--- src/rtl/exec_sequencer_pkg.sv ---
// Shared definitions for the execute sequencer: opcodes, FSM encoding,
// instruction field positions and the control-class helper.
package exec_sequencer_pkg;

  localparam logic [3:0] OP_NOP = 4'b0000;
  localparam logic [3:0] OP_JMP = 4'b1101;
  localparam logic [3:0] OP_JZ  = 4'b1110;
  localparam logic [3:0] OP_HLT = 4'b1111;

  // Instruction field bit positions within the 16-bit word
  localparam int OPC_MSB   = 15;
  localparam int OPC_LSB   = 12;
  localparam int AM_BIT    = 11;
  localparam int RD_MSB    = 10;
  localparam int RD_LSB    = 8;
  localparam int RS1_MSB   = 7;
  localparam int RS1_LSB   = 5;
  localparam int RS2_MSB   = 4;
  localparam int RS2_LSB   = 2;
  localparam int MADDR_MSB = 4;
  localparam int MADDR_LSB = 0;

  typedef enum logic [2:0] {
    ST_IDLE   = 3'd0,
    ST_FETCH  = 3'd1,
    ST_DECODE = 3'd2,
    ST_EXEC   = 3'd3,
    ST_WB     = 3'd4,
    ST_HALT   = 3'd5
  } seq_state_t;

  // Control-flow opcodes are resolved by the sequencer and never reach the ALU
  function automatic logic is_ctrl_op(input logic [3:0] op);
    return (op == OP_NOP) || (op == OP_JMP) || (op == OP_JZ) || (op == OP_HLT);
  endfunction

endpackage

--- src/rtl/exec_sequencer_if.sv ---
// Instruction-memory and execute-unit bus of the sequencer.
// master = sequencer side, slave = memory/execute side.
interface exec_sequencer_if #(
  parameter int PC_W    = 5,
  parameter int INSTR_W = 16
);

  logic               imem_rd;
  logic [PC_W-1:0]    imem_addr;
  logic [INSTR_W-1:0] imem_data;

  logic               ex_enable;
  logic [3:0]         ex_opcode;
  logic               ex_am;
  logic [2:0]         ex_rd;
  logic [2:0]         ex_rs1;
  logic [2:0]         ex_rs2;
  logic [4:0]         ex_mem_addr;
  logic [PC_W-1:0]    ex_instr_mem_addr;
  logic               ex_zero_flag;

  modport master (
    output imem_rd, imem_addr,
    input  imem_data,
    output ex_enable, ex_opcode, ex_am, ex_rd, ex_rs1, ex_rs2,
    output ex_mem_addr, ex_instr_mem_addr,
    input  ex_zero_flag
  );

  modport slave (
    input  imem_rd, imem_addr,
    output imem_data,
    input  ex_enable, ex_opcode, ex_am, ex_rd, ex_rs1, ex_rs2,
    input  ex_mem_addr, ex_instr_mem_addr,
    output ex_zero_flag
  );

endinterface

--- src/rtl/exec_sequencer_instr_decoder.sv ---
// Combinational split of the instruction register into execute-unit fields
// plus the control-class flag used by the sequencer FSM.
module exec_sequencer_instr_decoder
  import exec_sequencer_pkg::*;
#(
  parameter int INSTR_W = 16
) (
  input  logic [INSTR_W-1:0] ir,
  output logic [3:0]         opcode,
  output logic               am,
  output logic [2:0]         rd,
  output logic [2:0]         rs1,
  output logic [2:0]         rs2,
  output logic [4:0]         mem_addr,
  output logic               is_ctrl
);

  // Field extraction and opcode classification
  always_comb begin
    opcode   = ir[OPC_MSB:OPC_LSB];
    am       = ir[AM_BIT];
    rd       = ir[RD_MSB:RD_LSB];
    rs1      = ir[RS1_MSB:RS1_LSB];
    rs2      = ir[RS2_MSB:RS2_LSB];
    mem_addr = ir[MADDR_MSB:MADDR_LSB];
    is_ctrl  = is_ctrl_op(ir[OPC_MSB:OPC_LSB]);
  end

endmodule

--- src/rtl/exec_sequencer.sv ---
// Fetch/decode/execute sequencer for the 8-bit core. Owns the program
// counter, instruction register and the zero flag seen by JZ.
//
//   state  | meaning
//   IDLE   | waiting for start after reset
//   FETCH  | imem read strobe at address pc
//   DECODE | IR captured from imem_data
//   EXEC   | ALU: ex_enable for EX_CYCLES cycles; control: pc update
//   WB     | latch zero flag, pc+1
//   HALT   | stopped by HLT, start restarts at RESET_PC
module exec_sequencer
  import exec_sequencer_pkg::*;
#(
  parameter int              PC_W      = 5,
  parameter int              INSTR_W   = 16,
  parameter int              EX_CYCLES = 1,
  parameter logic [PC_W-1:0] RESET_PC  = '0
) (
  input  logic                clk,
  input  logic                reset,
  input  logic                start,
  exec_sequencer_if.master    bus,
  output logic [PC_W-1:0]     pc,
  output logic                busy,
  output logic                halted
);

  localparam logic [2:0] EX_LAST = 3'(EX_CYCLES - 1);

  seq_state_t         state_q, state_d;
  logic [PC_W-1:0]    pc_q, pc_d;
  logic [PC_W-1:0]    instr_pc_q;
  logic [INSTR_W-1:0] ir_q;
  logic               zf_q, zf_d;
  logic [2:0]         ex_cnt_q, ex_cnt_d;
  logic               ir_load;
  logic               imem_rd_c;
  logic               ex_enable_c;

  logic [3:0]         dec_opcode;
  logic               dec_am;
  logic [2:0]         dec_rd, dec_rs1, dec_rs2;
  logic [4:0]         dec_mem_addr;
  logic               dec_is_ctrl;

  logic [PC_W-1:0]    pc_inc;
  logic [PC_W-1:0]    jmp_target;

  exec_sequencer_instr_decoder #(
    .INSTR_W (INSTR_W)
  ) u_dec (
    .ir       (ir_q),
    .opcode   (dec_opcode),
    .am       (dec_am),
    .rd       (dec_rd),
    .rs1      (dec_rs1),
    .rs2      (dec_rs2),
    .mem_addr (dec_mem_addr),
    .is_ctrl  (dec_is_ctrl)
  );

  assign pc_inc     = pc_q + PC_W'(1);
  assign jmp_target = PC_W'(dec_mem_addr);

  // State, pc, IR, flag and execute-cycle counter registers
  always_ff @(posedge clk or posedge reset) begin
    if (reset) begin
      state_q    <= ST_IDLE;
      pc_q       <= RESET_PC;
      ir_q       <= '0;
      instr_pc_q <= '0;
      zf_q       <= 1'b0;
      ex_cnt_q   <= '0;
    end else begin
      state_q  <= state_d;
      pc_q     <= pc_d;
      zf_q     <= zf_d;
      ex_cnt_q <= ex_cnt_d;
      if (ir_load) begin
        ir_q       <= bus.imem_data;
        instr_pc_q <= pc_q;
      end
    end
  end

  // Next-state, pc/flag update and strobe generation
  always_comb begin
    state_d     = state_q;
    pc_d        = pc_q;
    zf_d        = zf_q;
    ex_cnt_d    = ex_cnt_q;
    ir_load     = 1'b0;
    imem_rd_c   = 1'b0;
    ex_enable_c = 1'b0;
    unique case (state_q)
      ST_IDLE: begin
        if (start) state_d = ST_FETCH;
      end
      ST_FETCH: begin
        imem_rd_c = 1'b1;
        state_d   = ST_DECODE;
      end
      ST_DECODE: begin
        ir_load  = 1'b1;
        ex_cnt_d = EX_LAST;
        state_d  = ST_EXEC;
      end
      ST_EXEC: begin
        if (dec_is_ctrl) begin
          state_d = ST_FETCH;
          unique case (dec_opcode)
            OP_JMP:  pc_d = jmp_target;
            OP_JZ:   pc_d = zf_q ? jmp_target : pc_inc;
            OP_HLT:  state_d = ST_HALT;
            default: pc_d = pc_inc;
          endcase
        end else begin
          ex_enable_c = 1'b1;
          if (ex_cnt_q == 3'd0) state_d = ST_WB;
          else                  ex_cnt_d = ex_cnt_q - 3'd1;
        end
      end
      ST_WB: begin
        zf_d    = bus.ex_zero_flag;
        pc_d    = pc_inc;
        state_d = ST_FETCH;
      end
      ST_HALT: begin
        if (start) begin
          pc_d    = RESET_PC;
          zf_d    = 1'b0;
          state_d = ST_FETCH;
        end
      end
      default: state_d = ST_IDLE;
    endcase
  end

  assign bus.imem_rd           = imem_rd_c;
  assign bus.imem_addr         = pc_q;
  assign bus.ex_enable         = ex_enable_c;
  assign bus.ex_opcode         = dec_opcode;
  assign bus.ex_am             = dec_am;
  assign bus.ex_rd             = dec_rd;
  assign bus.ex_rs1            = dec_rs1;
  assign bus.ex_rs2            = dec_rs2;
  assign bus.ex_mem_addr       = dec_mem_addr;
  assign bus.ex_instr_mem_addr = instr_pc_q;

  assign pc     = pc_q;
  assign busy   = (state_q == ST_FETCH) || (state_q == ST_DECODE) ||
                  (state_q == ST_EXEC)  || (state_q == ST_WB);
  assign halted = (state_q == ST_HALT);

endmodule

--- src/flat_wrapper.sv ---
// flat-port wrapper written by rule: the top's interface ports become plain ports
module exec_sequencer_flat import exec_sequencer_pkg::*;
#(
  parameter int              PC_W      = 5,
  parameter int              INSTR_W   = 16,
  parameter int              EX_CYCLES = 1,
  parameter logic [PC_W-1:0] RESET_PC  = '0
)
  (clk, reset, start, pc, busy, halted, bus_imem_rd, bus_imem_addr, bus_imem_data, bus_ex_enable, bus_ex_opcode, bus_ex_am, bus_ex_rd, bus_ex_rs1, bus_ex_rs2, bus_ex_mem_addr, bus_ex_instr_mem_addr, bus_ex_zero_flag);
  exec_sequencer_if #(.PC_W(PC_W), .INSTR_W(INSTR_W)) bus_i ();
  input  logic clk;
  input  logic reset;
  input  logic start;
  output logic [PC_W-1:0] pc;
  output logic busy;
  output logic halted;
  output wire logic [$bits(bus_i.imem_rd)-1:0] bus_imem_rd;
  output wire logic [$bits(bus_i.imem_addr)-1:0] bus_imem_addr;
  input wire logic [$bits(bus_i.imem_data)-1:0] bus_imem_data;
  output wire logic [$bits(bus_i.ex_enable)-1:0] bus_ex_enable;
  output wire logic [$bits(bus_i.ex_opcode)-1:0] bus_ex_opcode;
  output wire logic [$bits(bus_i.ex_am)-1:0] bus_ex_am;
  output wire logic [$bits(bus_i.ex_rd)-1:0] bus_ex_rd;
  output wire logic [$bits(bus_i.ex_rs1)-1:0] bus_ex_rs1;
  output wire logic [$bits(bus_i.ex_rs2)-1:0] bus_ex_rs2;
  output wire logic [$bits(bus_i.ex_mem_addr)-1:0] bus_ex_mem_addr;
  output wire logic [$bits(bus_i.ex_instr_mem_addr)-1:0] bus_ex_instr_mem_addr;
  input wire logic [$bits(bus_i.ex_zero_flag)-1:0] bus_ex_zero_flag;
  assign bus_imem_rd = bus_i.imem_rd;
  assign bus_imem_addr = bus_i.imem_addr;
  assign bus_i.imem_data = bus_imem_data;
  assign bus_ex_enable = bus_i.ex_enable;
  assign bus_ex_opcode = bus_i.ex_opcode;
  assign bus_ex_am = bus_i.ex_am;
  assign bus_ex_rd = bus_i.ex_rd;
  assign bus_ex_rs1 = bus_i.ex_rs1;
  assign bus_ex_rs2 = bus_i.ex_rs2;
  assign bus_ex_mem_addr = bus_i.ex_mem_addr;
  assign bus_ex_instr_mem_addr = bus_i.ex_instr_mem_addr;
  assign bus_i.ex_zero_flag = bus_ex_zero_flag;
  exec_sequencer #(.PC_W(PC_W), .INSTR_W(INSTR_W), .EX_CYCLES(EX_CYCLES), .RESET_PC(RESET_PC)) u_core (.clk(clk), .reset(reset), .start(start), .bus(bus_i), .pc(pc), .busy(busy), .halted(halted));
endmodule
--- config.mk ---
export PLATFORM = sky130hd
export DESIGN_NAME = exec_sequencer_flat
export DESIGN_NICKNAME = d
export VERILOG_FILES = /design/src/rtl/exec_sequencer_pkg.sv /design/src/rtl/exec_sequencer_if.sv /design/src/rtl/exec_sequencer_instr_decoder.sv /design/src/rtl/exec_sequencer.sv /design/src/flat_wrapper.sv
export SDC_FILE = /design/constraint.sdc
export NUM_CORES = 1
export LEC_CHECK = 0
export CAP_MARGIN = 20
export CORE_MARGIN = 2
export CORE_UTILIZATION = 40
export DETAILED_ROUTE_END_ITERATION = 7
export GPL_TIMING_DRIVEN = 0
export PLACE_DENSITY = 0.74
export SYNTH_ARGS = -nofsm -noshare
export SYNTH_HDL_FRONTEND = slang
export SYNTH_HIERARCHICAL = 1
export SYNTH_SLANG_ARGS = --single-unit
export TNS_END_PERCENT = 30
--- constraint.sdc ---
create_clock -name clk -period 3.3 [get_ports clk]
set_input_delay 0.66 -clock clk [delete_from_list [all_inputs] [get_ports clk]]
set_output_delay 0.66 -clock clk [all_outputs]
set_load 0.005 [all_outputs]
After elaboration in Yosys (flattened, before gate mapping) --
Cells that the tools add are included. W data, S select, Z words.
Storage, ports and cells: flip-flop bits (word level) 33, latch bits 0, memory bits (writable) 0, ROM bits 0, input port bits 20, output and inout port bits 38, word-level logic and storage cells 59, memories 0
Cells by class: add/sub/neg operators 2, multipliers 0, div/mod/pow operators 0, magnitude comparators 0, equality and inequality tests 15, shift operators 0, muxes and demuxes 19, bitwise logic cells 0, reductions and logical operators 17
Operators by type and width (count):
- $pmux W5 S3 | 2
- $mux W3 | 6
- $mux W5 | 3
- $pmux W3 S5 | 1
- $eq A4 B4 Y1 const B | 3
- $ne A2 B2 Y1 const B | 4
- $eq A3 B2 Y1 const B | 2
- $eq A3 B3 Y1 const B | 2
- $logic_not A3 Y1 | 2
- $logic_or A1 B1 Y1 | 6
- $pmux W3 S2 | 1
- $add A5 B1 Y5 const B | 1
- $mux W1 | 5
- $logic_not A4 Y1 | 1
- $ne A2 B1 Y1 const B | 2
- $reduce_and A2 Y1 | 2
- $reduce_and A4 Y1 | 1
- $reduce_bool A2 Y1 | 2
- $eq A3 B1 Y1 const B | 1
- $ne A3 B1 Y1 const B | 1
- $reduce_and A3 Y1 | 1
- $reduce_bool A3 Y1 | 1
- $sub A3 B1 Y3 const B | 1
- $pmux W1 S2 | 1
- $reduce_or A2 Y1 | 1

Logic depth before layout (Yosys ltp) --
depth after elaboration 6, mapped depth 6, depth with buffers taken out 6

Cells and area by module --
Netlist, hierarchy kept.
By module, submodules not included:
- exec_sequencer | times used 1, cells each 142, area each 1742.9 sq um, seq. area each 825.8 sq um
- exec_sequencer_instr_decoder | times used 1, cells each 22, area each 161.4 sq um, seq. area each 0.0 sq um

Worst setup path after synthesis --
No wires, ideal clock.
path type flip-flop to flip-flop, from register u_core.ir_q[12], to register u_core.pc_q[0] (netlist: u_core/bus.imem_addr[0]), library setup time 0.122 ns, arrival 1.800 ns, data required time 3.178 ns, path slack 1.379 ns, cell stages (with the launch flop) 7, buffers on the path 0, period minus slack after synthesis 1.921 ns, path through dfrtp_1 -> or4_1 -> nand2_1 -> and4b_1 -> o2bb2ai_4 -> a21bo_2 -> a32o_1
On the way: longest elaborated chain between the ends 6, elaborated cells between the ends (all ways) 13, those cells by class 5 x eq/ne; 3 x mux; 5 x reduce/logical
RTL lines:
- start, declared | RTL line exec_sequencer.sv:33 | logic [INSTR_W-1:0] ir_q;
- start signal, assigned | RTL line exec_sequencer.sv:80 | ir_q <= bus.imem_data;
- $eq A4 B4 Y1 / $logic_not A4 Y1 (equally long branches) | RTL line exec_sequencer_pkg.sv:34 | return (op == OP_NOP) || (op == OP_JMP) || (op == OP_JZ) || (op == OP_HLT);
- $logic_or A1 B1 Y1 (2 in series) | RTL line exec_sequencer_pkg.sv:34
- $logic_or A1 B1 Y1 (*) | RTL line exec_sequencer_pkg.sv:34
- named net u_core.dec_is_ctrl | RTL line exec_sequencer.sv:44 | logic dec_is_ctrl;
- $ne A2 B1 Y1 (no source line) (*)
- $reduce_and A4 Y1 (no source line) (*)
- end signal, assigned | RTL line exec_sequencer.sv:76 | pc_q <= pc_d;
- end, declared | RTL line exec_sequencer.sv:31 | logic [PC_W-1:0] pc_q, pc_d;
Mark *: on every way through the listed nets, which the timed path passes. The rest lies on a longest branch. The select of a mux whose other input is x is not followed. A chain may end at the register's enable or synchronous reset.

Worst setup path in the final report --
from register u_core.ir_q[12], to output port bus_ex_enable
On the way: longest elaborated chain between the ends 6, elaborated cells between the ends (all ways) 9, those cells by class 3 x eq/ne; 2 x mux; 4 x reduce/logical
RTL lines:
- $eq A4 B4 Y1 / $logic_not A4 Y1 (equally long branches) | RTL line exec_sequencer_pkg.sv:34
- $logic_or A1 B1 Y1 (2 in series) | RTL line exec_sequencer_pkg.sv:34
- $logic_or A1 B1 Y1 (*) | RTL line exec_sequencer_pkg.sv:34
- named net u_core.dec_is_ctrl | RTL line exec_sequencer.sv:44
- $mux W1 (*) | RTL line exec_sequencer.sv:109 | if (dec_is_ctrl) begin
- $mux W1 (*) | RTL line exec_sequencer.sv:95 | unique case (state_q)
- end, declared | RTL line flat_wrapper.sv:20 | output wire logic [$bits(bus_i.ex_enable)-1:0] bus_ex_enable;
Mark *: on every way through the listed nets, which the timed path passes. The rest lies on a longest branch.

==> flow_summary.ini <==
[run_status]
status = completed

[global_routing]
grt_use_met1_pct = 21.57
use_met2_pct = 22.72
use_met3_pct = 5.249
grt_max_degree = 19
busiest_layer = met2
grt.overflow.total = 0
grt_pass1_vias = 1340
track_usage_pct = 15.82
grt_pass1_wl_um = 6354
antenna_found_initial = 0

[synth]
syn_area_um2 = 1904
seq_area_frac_synth_pct = 43.36
synth_area_leaders = dfrtp_1, mux2_2, buf_4, o41ai_2, a22o_1
syn_avg_cell_area_um2 = 11.61
synth_nets = 187
synth_seq_cells = 33
yosys.area.top_type_share_pct = 43.36
yosys_warnings = 6
synth_ff_type = dfrtp_1
synth_top_area_cell = dfrtp_1
synthCells = 164
synth_edf_count = 0
synth_cell_types = 40
async_reset_ff_share_pct = 100.0

[clock_tree]
clockBufferDepth = 2
insertion_delay_ns = 0.29
htreeDepth = 2
cts.clk_slew.worst_paths_ns = 0.07
post_cts_resized = 0
cts_setup_buffers = 0
cts_inserted_buffers = 5
cts_root_buffer = clkbuf_8
cts_tree = built
cts_hold_buf = 0
clkSinkCount = 33

[power_and_ir_drop]
p_int_mw = 1.650
switching_share_pct = 32.38
seqPwrFrac_pct = 29.9
vdd_drop_max_v = 0.0004459
comb_power_share_pct = 57.8
p_switching_mw = 0.7899
power_density_nw_per_um2 = 918.4
fin_total_pwr_mw = 2.440
p_leak_nw = 1.180
power_frac_clock_pct = 12.3

[placement]
place_congestion = 0.7810
portBuffers = 57
post_dp_cell_area_um2 = 2570
hpwlAfterDp_um = 2969

[detailed_routing]
vias = 1429
drc = 0
drt-total-wl_um = 3914
routed_via_density = 5.032
dr.pass1.iters = 4
post_drt_wl_per_cell_um = 13.78
drt-initial-drc-count = 44
drtAntennaViolNets = 0

[final_layout]
num_antenna_cells = 0
drive_gt1_share_pct = 30.87
postLayoutCellArea_um2 = 2656
synthToLayoutAreaGrowth_pct = 39.49
fin_util_pct = 56.99
final_common_cell = clkdlybuf4s50_1
fin_nets = 252
nFillCells = 397
layout_common_cells = clkdlybuf4s50_1, dfrtp_1, buf_4

[floorplanning]
rows = 25
die_y_um = 73
fp.dieArea_um2 = 5329
io_pins = 58
start_util_pct = 40.86
core_um2 = 4661
die_w_um = 73

[setup_path]
crit_slowest_cell = or4_1
critical_path_buf_inv_count = 1
crit_family = simple AND/OR/NAND/NOR gates
start_kind = register
slowest_delay_ns = 0.52
required_ns = 2.64
worstSetupPathType = register to output port
path_max_fanout = 4
endpoint_kind = output port
cp.arrival_ns = 2.07
cp_cell_sequence = or4_1 > nand2_1 > and4bb_2 > clkdlybuf4s50_1

[sta]
worstMarginPinSlew_ns = 0.8042
final_hold_viol_count = 0
min_period_ns = 2.731
final_max_slew_viol_count = 0
skew_ns = 0.004902
rsz0062_at_grt = false
fin_setup_tns_ns = 0
setup_viol = 0
post-route-period-util_pct = 82.77
fmax_ghz = 0.3661
slew_headroom_pct = 46.33

[hold_path]
hp-class = register to register

[run]
max_cap_violations = 0
## final cells by class
type	count	area (µm²)	share of cell area, %
buffer	33	250.2	9.421
clock buffer	5	68.82	2.591
clock inverter	3	17.52	0.6594
inverter	6	22.52	0.8479
multi-input combinational	92	805.8	30.33
sequential	33	825.8	31.09
tap	54	67.56	2.544
timing repair buffer	58	598.1	22.52
## stage by stage
step	hold WS (ns)	worst slack, ns	cells
5_1_grt	0.5300	0.4813	284
4_1_cts	0.5129	0.5368	284
6_report	0.5079	0.5686	284
3_3_place_gp	0.4891	0.8833	275
2_1_floorplan	0.4598	1.379	164
3_5_place_dp	0.4918	0.8635	276
## synthesized netlist by cell type (4+ instances only)
cell        n
dfrtp_1    33
buf_4      27
mux2_2     21
nor2_1      7
inv_1       6
a22o_1      5
nor2b_1     5
nand2_1     4
o2111ai_1   4
## logic make-up (layout without fill, tap and decap cells)
kind of cell	count (synthesis)	after routing	synth area share (%)
simple gates	35	35	11.56
flops	33	33	43.36
mux	22	22	12.94
xor+xnor	3	3	1.380
fa+ha+maj	3	3	1.971
compound gates	29	29	14.45
buf+inv	39	105	14.32
## power by group through the flow
stage               clock (mW)  sequential, mW  combinational, mW
finish                   0.299           0.730               1.41
global route             0.333           0.760               1.53
global placement             0           0.731               1.39
detailed placement           0           0.740               1.42
CTS                      0.310           0.732               1.43
floorplan                    0           0.704              0.836
## per-layer routing
| metal | up-vias | wire length, µm |
|---|---|---|
| met1 | 686 | 1716 |
| met4 | 0 | 78 |
| met2 | 43 | 1873 |
| met5 | - | 0 |
| li1 | 692 | - |
| met3 | 8 | 246 |
## registers in the layout, summed over array words and instances (netlist names)
register	cells
u_core/bus.imem_addr	5
u_core/ex_cnt_q	3
u_core/ir_q	16
u_core/zf_q	1
u_core/state_q	3
u_core/bus.ex_instr_mem_addr	5
## final timing paths
| path | startpoint | endpoint | slack (ns) | cells past startpoint |
|---|---|---|---|---|
| max | u_core/ir_q[12]$_DFFE_PP0N_ | bus_ex_enable | 0.57 | 4 |
| min | u_core/ir_q[9]$_DFFE_PP0N_ | u_core/ir_q[9]$_DFFE_PP0N_ | 0.51 | 1 |
| max reg2reg | u_core/ir_q[12]$_DFFE_PP0N_ | u_core/bus.imem_addr[0]$_DFFE_PP0P_ | 1.19 | 6 |
| min reg2reg | u_core/ir_q[9]$_DFFE_PP0N_ | u_core/ir_q[9]$_DFFE_PP0N_ | 0.51 | 1 |
| max in group asynchronous | reset | u_core/ir_q[7]$_DFFE_PP0N_ | 1.93 | 3 |
| min in group asynchronous | reset | u_core/bus.ex_instr_mem_addr[1]$_DFFE_PP0N_ | 0.82 | 2 |
## worst reg2reg max path, cell delays in order (launching register included)
cell and delay (ns):
dfrtp_1 0.41, or4_1 0.53, nand2_1 0.13, and4b_1 0.26, o2bb2ai_4 0.20, a21bo_2 0.27
a32o_1 0.21
No activity file was read; power rests on OpenSTA's default activity.
